==> config.mk <==
export PLATFORM = sky130hd
export DESIGN_NAME = ysyx_23060111_lsu
export DESIGN_NICKNAME = d
export VERILOG_FILES = /design/src/rtl/ysyx_23060111_lsu.sv
export SDC_FILE = /design/constraint.sdc
export NUM_CORES = 1
export LEC_CHECK = 0
export ABC_AREA = 1
export CAP_MARGIN = 20
export CORE_UTILIZATION = 50
export CTS_CLUSTER_DIAMETER = 60
export DETAILED_ROUTE_END_ITERATION = 10
export PLACE_DENSITY = 0.84
export SYNTH_ARGS = -nofsm -noshare
export SYNTH_HDL_FRONTEND = slang
export SYNTH_SLANG_ARGS = --single-unit
export TNS_END_PERCENT = 30
==> constraint.sdc <==
create_clock -name clk -period 4.7 [get_ports clk]
set_input_delay 0.94 -clock clk [delete_from_list [all_inputs] [get_ports clk]]
set_output_delay 0.94 -clock clk [all_outputs]
set_load 0.02 [all_outputs]
==> src/rtl/ysyx_23060111_lsu.sv <==
// Load/store stage: one op in flight, one 32-bit valid/ready bus transaction,
// load alignment/extension and write-back hand-off to the WBU.
module ysyx_23060111_lsu #(
   parameter int unsigned TIMEOUT = 255
) (
   input  logic        clk,
   input  logic        rst_n,
   input  logic        in_valid,
   output logic        in_ready,
   input  logic        in_is_load,
   input  logic        in_is_store,
   input  logic [2:0]  in_funct3,
   input  logic [31:0] in_addr,
   input  logic [31:0] in_wdata,
   input  logic [4:0]  in_rd,
   input  logic        in_wen,
   output logic        mem_req_valid,
   input  logic        mem_req_ready,
   output logic        mem_we,
   output logic [31:0] mem_addr,
   output logic [31:0] mem_wdata,
   output logic [3:0]  mem_wstrb,
   input  logic        mem_resp_valid,
   output logic        mem_resp_ready,
   input  logic [31:0] mem_rdata,
   output logic        out_valid,
   input  logic        out_ready,
   output logic [31:0] out_data,
   output logic [4:0]  out_rd,
   output logic        out_wen,
   output logic        out_err
);

   localparam int CW = (TIMEOUT > 0) ? $clog2(TIMEOUT + 1) : 1;
   localparam logic [CW-1:0] TMO = CW'(TIMEOUT);

   localparam logic [1:0] IDLE = 2'd0;
   localparam logic [1:0] REQ  = 2'd1;
   localparam logic [1:0] WAIT = 2'd2;
   localparam logic [1:0] RESP = 2'd3;

   logic [1:0]    state_q, state_d;
   logic          ld_q, ld_d;
   logic          st_q, st_d;
   logic [2:0]    f3_q, f3_d;
   logic [31:0]   addr_q, addr_d;
   logic [31:0]   wd_q, wd_d;
   logic [31:0]   data_q, data_d;
   logic [4:0]    rd_q, rd_d;
   logic          wen_q, wen_d;
   logic          err_q, err_d;
   logic [CW-1:0] cnt_q, cnt_d;

   logic          is_h, is_w, misal, illegal;
   logic [31:0]   sh, ld_val;

   assign is_h    = in_funct3[1:0] == 2'b01;
   assign is_w    = in_funct3[1:0] == 2'b10;
   assign misal   = (is_h & in_addr[0]) | (is_w & (|in_addr[1:0]));
   assign illegal = (in_is_load & ((in_funct3 == 3'b011) | (in_funct3[2:1] == 2'b11)))
                  | (in_is_store & (in_funct3[2] | (in_funct3[1:0] == 2'b11)));

   assign sh = mem_rdata >> {addr_q[1:0], 3'b000};

   always_comb begin
      case (f3_q)
         3'b000:  ld_val = {{24{sh[7]}}, sh[7:0]};
         3'b001:  ld_val = {{16{sh[15]}}, sh[15:0]};
         3'b100:  ld_val = {24'd0, sh[7:0]};
         3'b101:  ld_val = {16'd0, sh[15:0]};
         default: ld_val = sh;
      endcase
   end

   // Store lanes are replicated so the strobes alone select the bytes.
   always_comb begin
      case (f3_q[1:0])
         2'b00: begin
            mem_wdata = {4{wd_q[7:0]}};
            mem_wstrb = 4'b0001 << addr_q[1:0];
         end
         2'b01: begin
            mem_wdata = {2{wd_q[15:0]}};
            mem_wstrb = 4'b0011 << addr_q[1:0];
         end
         default: begin
            mem_wdata = wd_q;
            mem_wstrb = 4'hF;
         end
      endcase
      if (!st_q) mem_wstrb = 4'h0;
   end

   assign in_ready       = state_q == IDLE;
   assign mem_req_valid  = state_q == REQ;
   assign mem_resp_ready = state_q == WAIT;
   assign out_valid      = state_q == RESP;
   assign mem_we         = st_q;
   assign mem_addr       = {addr_q[31:2], 2'b00};
   assign out_data       = data_q;
   assign out_rd         = rd_q;
   assign out_wen        = wen_q;
   assign out_err        = err_q;

   always_comb begin
      state_d = state_q;
      ld_d    = ld_q;
      st_d    = st_q;
      f3_d    = f3_q;
      addr_d  = addr_q;
      wd_d    = wd_q;
      data_d  = data_q;
      rd_d    = rd_q;
      wen_d   = wen_q;
      err_d   = err_q;
      cnt_d   = cnt_q;
      case (state_q)
         IDLE: if (in_valid) begin
            ld_d   = in_is_load;
            st_d   = in_is_store;
            f3_d   = in_funct3;
            addr_d = in_addr;
            wd_d   = in_wdata;
            rd_d   = in_rd;
            if (!in_is_load && !in_is_store) begin
               data_d  = in_addr;
               wen_d   = in_wen;
               err_d   = 1'b0;
               state_d = RESP;
            end else if (misal || illegal) begin
               data_d  = 32'd0;
               wen_d   = 1'b0;
               err_d   = 1'b1;
               state_d = RESP;
            end else begin
               err_d   = 1'b0;
               state_d = REQ;
            end
         end
         REQ: if (mem_req_ready) begin
            cnt_d   = '0;
            state_d = WAIT;
         end
         WAIT: begin
            // A response in the timeout cycle still completes normally.
            if (mem_resp_valid) begin
               data_d  = ld_q ? ld_val : 32'd0;
               wen_d   = ld_q;
               err_d   = 1'b0;
               state_d = RESP;
            end else if (TIMEOUT != 0 && cnt_q == TMO) begin
               data_d  = 32'd0;
               wen_d   = 1'b0;
               err_d   = 1'b1;
               state_d = RESP;
            end else begin
               cnt_d = cnt_q + CW'(1);
            end
         end
         default: if (out_ready) state_d = IDLE;
      endcase
   end

   always_ff @(posedge clk or negedge rst_n) begin
      if (!rst_n) begin
         state_q <= IDLE;
         ld_q    <= 1'b0;
         st_q    <= 1'b0;
         f3_q    <= 3'd0;
         addr_q  <= 32'd0;
         wd_q    <= 32'd0;
         data_q  <= 32'd0;
         rd_q    <= 5'd0;
         wen_q   <= 1'b0;
         err_q   <= 1'b0;
         cnt_q   <= '0;
      end else begin
         state_q <= state_d;
         ld_q    <= ld_d;
         st_q    <= st_d;
         f3_q    <= f3_d;
         addr_q  <= addr_d;
         wd_q    <= wd_d;
         data_q  <= data_d;
         rd_q    <= rd_d;
         wen_q   <= wen_d;
         err_q   <= err_d;
         cnt_q   <= cnt_d;
      end
   end

endmodule

==> results of run 1 <==
-- worst min-delay path, stage by stage, from the launching register on --
cell,delay (ns)
dfrtp_1,0.34
nand2_1,0.05
nand2_1,0.05
-- path summary, 6_finish.rpt --
| check | depth (start not counted) | endpoint | slack, ns |
|---|---|---|---|
| min reg2reg | 2 | out_data[30]$_DFFE_PN0P_ | 0.48 |
| max reg2reg | 9 | out_data[21]$_DFFE_PN0P_ | 1.98 |
| max | 7 | mem_wstrb[3] | 1.09 |
| min | 2 | out_data[30]$_DFFE_PN0P_ | 0.48 |
| max in group asynchronous | 2 | out_data[31]$_DFFE_PN0P_ | 3.32 |
| min in group asynchronous | 1 | addr_q[4]$_DFFE_PN0P_ | 0.60 |
-- cell usage after synthesis, drive strengths merged --
cell type  number
buf            72
nand2         346
o31ai           1
nand3          33
dfrtp         118
xor2            2
o21ai          41
inv            44
nor2           29
conb            1
nand4           1
clkbuf          9
a21oi          38
ha              5
nand3b          2
o211ai         18
mux2           61
-- stage by stage --
step	instances	worst slack, ns	utilization (%)	power, uW	area (um^2)
3_3_place_gp	1139	1.62	67.2	5320	8650
5_1_grt	1171	0.921	71.6	7010	9230
6_report	1172	1.09	71.7	6600	9230
2_1_floorplan	822	2.45	-	4240	6710
4_1_cts	1170	1.09	71.4	6620	9200
3_5_place_dp	1139	1.55	67.2	5390	8650
-- sequential cells by signal, summed over array words and instances, names as in the netlist --
register  flops
addr_q       32
out_data     32
wd_q         32
cnt_q         8
out_rd        5
f3_q          3
state_q       2
ld_q          1
mem_we        1
out_err       1
out_wen       1
-- layout make-up --
class,instances,area [um^2]
clock inverters,9,78.8
clock buffers,22,464
diodes,1,2.50
repair buffers,227,2290
well taps,172,215
inverters,44,170
multi-input cells,579,3050
flip-flops and latches,118,2950
fillers,998,3650
-- power by group --
group	internal [uW]	switching (uW)
clock	746	458
combinational	1590	2040
sequential	1450	327
total	3780	2820
-- routing by layer --
layer  up-vias  global-route usage, %  wire length, um
met4         0                   11.9              555
li1       2935                      -                -
met1      2835                   32.3             7490
met3        44                   7.56             1270
met2       231                   46.3             9080
met5         -                      0                0
-- kinds of logic after synthesis --
logic type / synth area share [%]
adders and majority gates: 0.932
other: 0.0559
DFF: 44.0
buffers and inverters: 10.6
muxes: 10.2
and+or+nand+nor: 25.8
xor gates and xnor gates: 0.261
AOI/OAI and AO/OA: 8.02
==> results.py, run 1 <==
metrics = {
    "clock_network": {
        "tritoncts": "done",
        "clk_path_buf_depth": 2,
        "path_clk_slew_ns": 0.06,
        "cts_hold_buf": 0,
        "clk_latency_ns": 0.42,
        "cts_inserted_buffers": 17,
        "cts-resized-gates": 0,
        "postCtsSetupRepairBufs": 0,
        "htreeDepth": 4,
        "root_buffer": "clkbuf_16",
        "cts_num_sinks": 118,
    },
    "logic_synthesis": {
        "synthTopCellsByArea": "dfrtp_1, nand2_1, mux2_2, buf_4, a21oi_1",
        "synth_top_area_cell": "dfrtp_1",
        "yosysWarnings": 0,
        "yosys.area.top_type_share_pct": 44.0,
        "yosysUniqueCellTypes": 29,
        "synthCells": 821,
        "yosysSeqAreaShare_pct": 44.0,
        "ys_ff_latch": 118,
        "syn_area_per_cell_um2": 8.17,
        "synth_area_um2": 6710,
    },
    "job": {
        "maxCapViolCount": 0,
    },
    "placement": {
        "globalplace.congestion": 0.867,
        "place_hpwl_mm": 12.9,
        "io_buffers": 222,
    },
    "route": {
        "drt_wl_total_mm": 18.4,
        "drt-pass1-iter-count": 5,
        "drtIter0Drc": 385,
        "detail-route-antenna-nets": 0,
        "vias": 6045,
        "drc": 0,
        "avgRoutedWirePerCell_um": 15.7,
        "vias_per_cell": 5.16,
    },
    "sta": {
        "tightestPinTransition_ns": 0.952,
        "fin_crit_sh_pct": 76.8,
        "finClkSkew_ns": 0.00776,
        "post-route-min-period_ns": 3.61,
        "hold_slack_ns": 0.479,
        "setup_viol": 0,
        "slew_headroom_pct": 36.6,
        "fin_setup_tns_ns": 0,
        "hold_violations": 0,
        "rsz0062_at_grt": "no",
        "timing.fmax_ghz": 0.277,
        "slew_violations": 0,
    },
    "worst_setup_path": {
        "crit_path_start": "f3_q[1]$_DFFE_PN0P_",
        "path_cells": "buf_4 > inv_6 > nand2_2 > inv_1 > o21ai_0 > a21oi_1 > clkdlybuf4s50_1",
        "crit_path_max_incr_delay_ns": 0.64,
        "start_kind": "flip-flop",
        "critPathCaptureType": "primary output",
        "critPathSlowestCell": "dfrtp_1",
        "cp.arrival_ns": 2.67,
        "required_ns": 3.76,
        "crit_buf_inv": 4,
        "critical_path_class": "reg2out",
        "rr_startpoint": "addr_q[0]$_DFFE_PN0P_",
        "cp_top_family": "buffers and inverters",
        "path_max_fanout": 18,
    },
    "global_routing": {
        "grt_start_max_net_pins": 88,
        "grt-ovfl-total": 0,
        "grt_usage_pct": 27.3,
        "grt_pass1_vias": 5942,
        "grt_first_pass_wirelength_mm": 29.6,
        "antenna_found_initial": 1,
    },
    "finish": {
        "final_nets": 1105,
        "syn_to_final_growth_pct": 37.5,
        "mostFrequentLayoutCells": "nand2_1, clkdlybuf4s50_1, dfrtp_1",
        "final_layout_size_suffix_gt1_share_pct": 13.3,
        "mostFrequentLayoutCell": "nand2_1",
    },
    "floorplan": {
        "core-area_um2": 12900,
        "start_util_pct": 52.1,
        "io_pins": 225,
        "chipWidth_um": 118,
        "dieHeight_um": 118,
        "dieArea_um2": 13900,
        "rows": 41,
    },
    "power": {
        "p_leak_uw": 0.00434,
        "pwr_density_cell_nw_per_um2": 716,
        "ir_drop_uv": 703,
    },
    "min_path": {
        "min_path_type": "reg2reg",
        "hp-start": "out_data[30]$_DFFE_PN0P_",
    },
    "status": {
        "status": "complete, no violations",
    },
}
(Power assumes the default switching activity.)
==> run 2, diff against run 1 <==
- CORE_UTILIZATION: 50 -> 42
- PLACE_DENSITY: 0.84 -> 0.74
- clock period: 4.7 -> 3.3 ns (I/O delays scaled with it)
==> results.py, run 2 (same netlist as run 1, synthesis figures left out) <==
metrics = {
    "route": {
        "drc": 0,
        "drt_wl_total_mm": 18.6,
        "drt-met1-wl_mm": 8.01,
        "wl_met3_mm": 1.35,
        "detail-route-antenna-nets": 0,
        "drt-pass1-iter-count": 7,
        "routed.top_layer": "met4",
        "avgRoutedWirePerCell_um": 15.3,
        "drtIter0Drc": 383,
        "met2_length_mm": 8.96,
        "vias_per_cell": 4.91,
        "vias": 5970,
    },
    "sta": {
        "tightestPinTransition_ns": 0.681,
        "rsz0062_at_grt": "no",
        "slew_headroom_pct": 54.4,
        "finClkSkew_ns": 0.0128,
        "fin_setup_tns_ns": 0,
        "setup_viol": 0,
        "hold_violations": 0,
        "hold_slack_ns": 0.200,
        "post-route-min-period_ns": 3.00,
        "timing.fmax_ghz": 0.334,
        "fin_crit_sh_pct": 90.8,
        "slew_violations": 0,
    },
    "worst_setup_path": {
        "crit_buf_inv": 3,
        "critPathCaptureType": "primary output",
        "critical_path_class": "reg2out",
        "worstReg2RegEnd": "out_data[24]$_DFFE_PN0P_",
        "required_ns": 2.64,
        "critPathSlowestCell": "clkdlybuf4s50_1",
        "crit_path_start": "f3_q[1]$_DFFE_PN0P_",
        "path_max_fanout": 15,
        "cp.arrival_ns": 2.34,
        "rr_startpoint": "state_q[0]$_DFFE_PN0P_",
        "start_kind": "flip-flop",
        "worstRegToRegCells": 10,
        "rrSetupSlack_ns": 1.04,
        "crit_path_max_incr_delay_ns": 0.62,
        "path_cells": "inv_6 > nand2_2 > inv_1 > o21ai_0 > a21oi_1 > clkdlybuf4s50_1",
        "cp_top_family": "buffers and inverters",
    },
    "global_routing": {
        "antenna_found_initial": 0,
        "grt_start_max_net_pins": 61,
        "grt_first_pass_wirelength_mm": 29.6,
        "grt_pass1_vias": 5893,
        "grt-ovfl-total": 0,
        "grt_usage_pct": 23.3,
    },
    "clock_network": {
        "cts_num_sinks": 118,
        "htreeDepth": 4,
        "path_clk_slew_ns": 0.06,
        "clk_path_buf_depth": 2,
        "cts-resized-gates": 0,
        "tritoncts": "done",
        "cts_hold_buf": 0,
        "cts_inserted_buffers": 17,
        "clk_latency_ns": 0.41,
        "postCtsSetupRepairBufs": 0,
        "root_buffer": "clkbuf_16",
    },
    "floorplan": {
        "core-area_um2": 15400,
        "dieHeight_um": 128,
        "dieArea_um2": 16500,
        "rows": 45,
        "start_util_pct": 43.7,
        "chipWidth_um": 128,
        "io_pins": 225,
    },
    "power": {
        "ir_drop_uv": 791,
        "p_leak_uw": 0.00441,
        "p_total_uw": 9650,
        "pwr_density_cell_nw_per_um2": 1030,
    },
    "job": {
        "maxCapViolCount": 0,
    },
    "status": {
        "status": "complete, no violations",
    },
    "finish": {
        "final_nets": 1111,
        "antenna_cells": 0,
        "mostFrequentLayoutCells": "nand2_1, clkdlybuf4s50_1, dfrtp_1",
        "syn_to_final_growth_pct": 39.9,
        "mostFrequentLayoutCell": "nand2_1",
        "final_layout_size_suffix_gt1_share_pct": 13.9,
        "instances_no_fill": 1217,
        "fill_cells": 1379,
    },
    "placement": {
        "place_hpwl_mm": 13.6,
        "globalplace.congestion": 0.834,
        "dp_cells": 1185,
        "io_buffers": 222,
    },
    "min_path": {
        "min_path_type": "in2async",
    },
}
-- run 2: changes by cell type in the layout (fill, tap and decap cells not counted) --
cell / change
buf_12: +1
buf_16: -1
buf_4: +6
bufinv_16: +2
clkbuf_8: +3
clkinv_2: -3
clkinvlp_4: -1
diode_2: -1
-- run 2: worst max-delay path by stage --
stage | endpoint | cells past startpoint
4_1_cts | mem_wstrb[1] | 6
3_3_place_gp | mem_wstrb[3] | 6
5_1_grt | mem_wstrb[3] | 6
6_report | mem_wstrb[1] | 6
3_5_place_dp | mem_wstrb[1] | 6
2_1_floorplan | mem_wdata[12] | 5
-- run 2: routing by layer --
metal	GRT usage, %	vias to the layer above
met3	6.90	19
li1	-	2942
met5	0	-
met4	6.78	0
met1	28.6	2795
met2	39.5	214
-- run 2: power by group --
part / leakage [uW] / internal, uW / switching (uW) / total [uW]
registers: 0.00146 / 2060 / 416 / 2480
logic: 0.00264 / 2290 / 2950 / 5250
clock network: 0.000303 / 1290 / 640 / 1930
total: 0.00441 / 5640 / 4010 / 9650
-- run 2: metrics by stage --
step / setup WS [ns] / area [um^2] / utilization (%)
after floorplan: 1.33 / 6710 / -
after global placement: 0.797 / 8770 / 57.0
after detailed placement: 0.749 / 8770 / 57.0
after CTS: 0.298 / 9390 / 61.1
after global routing: 0.152 / 9390 / 61.1
final: 0.305 / 9390 / 61.1
-- run 2: area by class of cell --
type | count | area (um^2) | area share (%)
Multi-Input combinational cell | 579 | 3050 | 32.5
Tap cell | 211 | 264 | 2.81
Inverter | 44 | 170 | 1.81
Clock buffer | 25 | 505 | 5.38
Clock inverter | 7 | 116 | 1.24
Timing Repair Buffer | 233 | 2330 | 24.8
Sequential cell | 118 | 2950 | 31.4
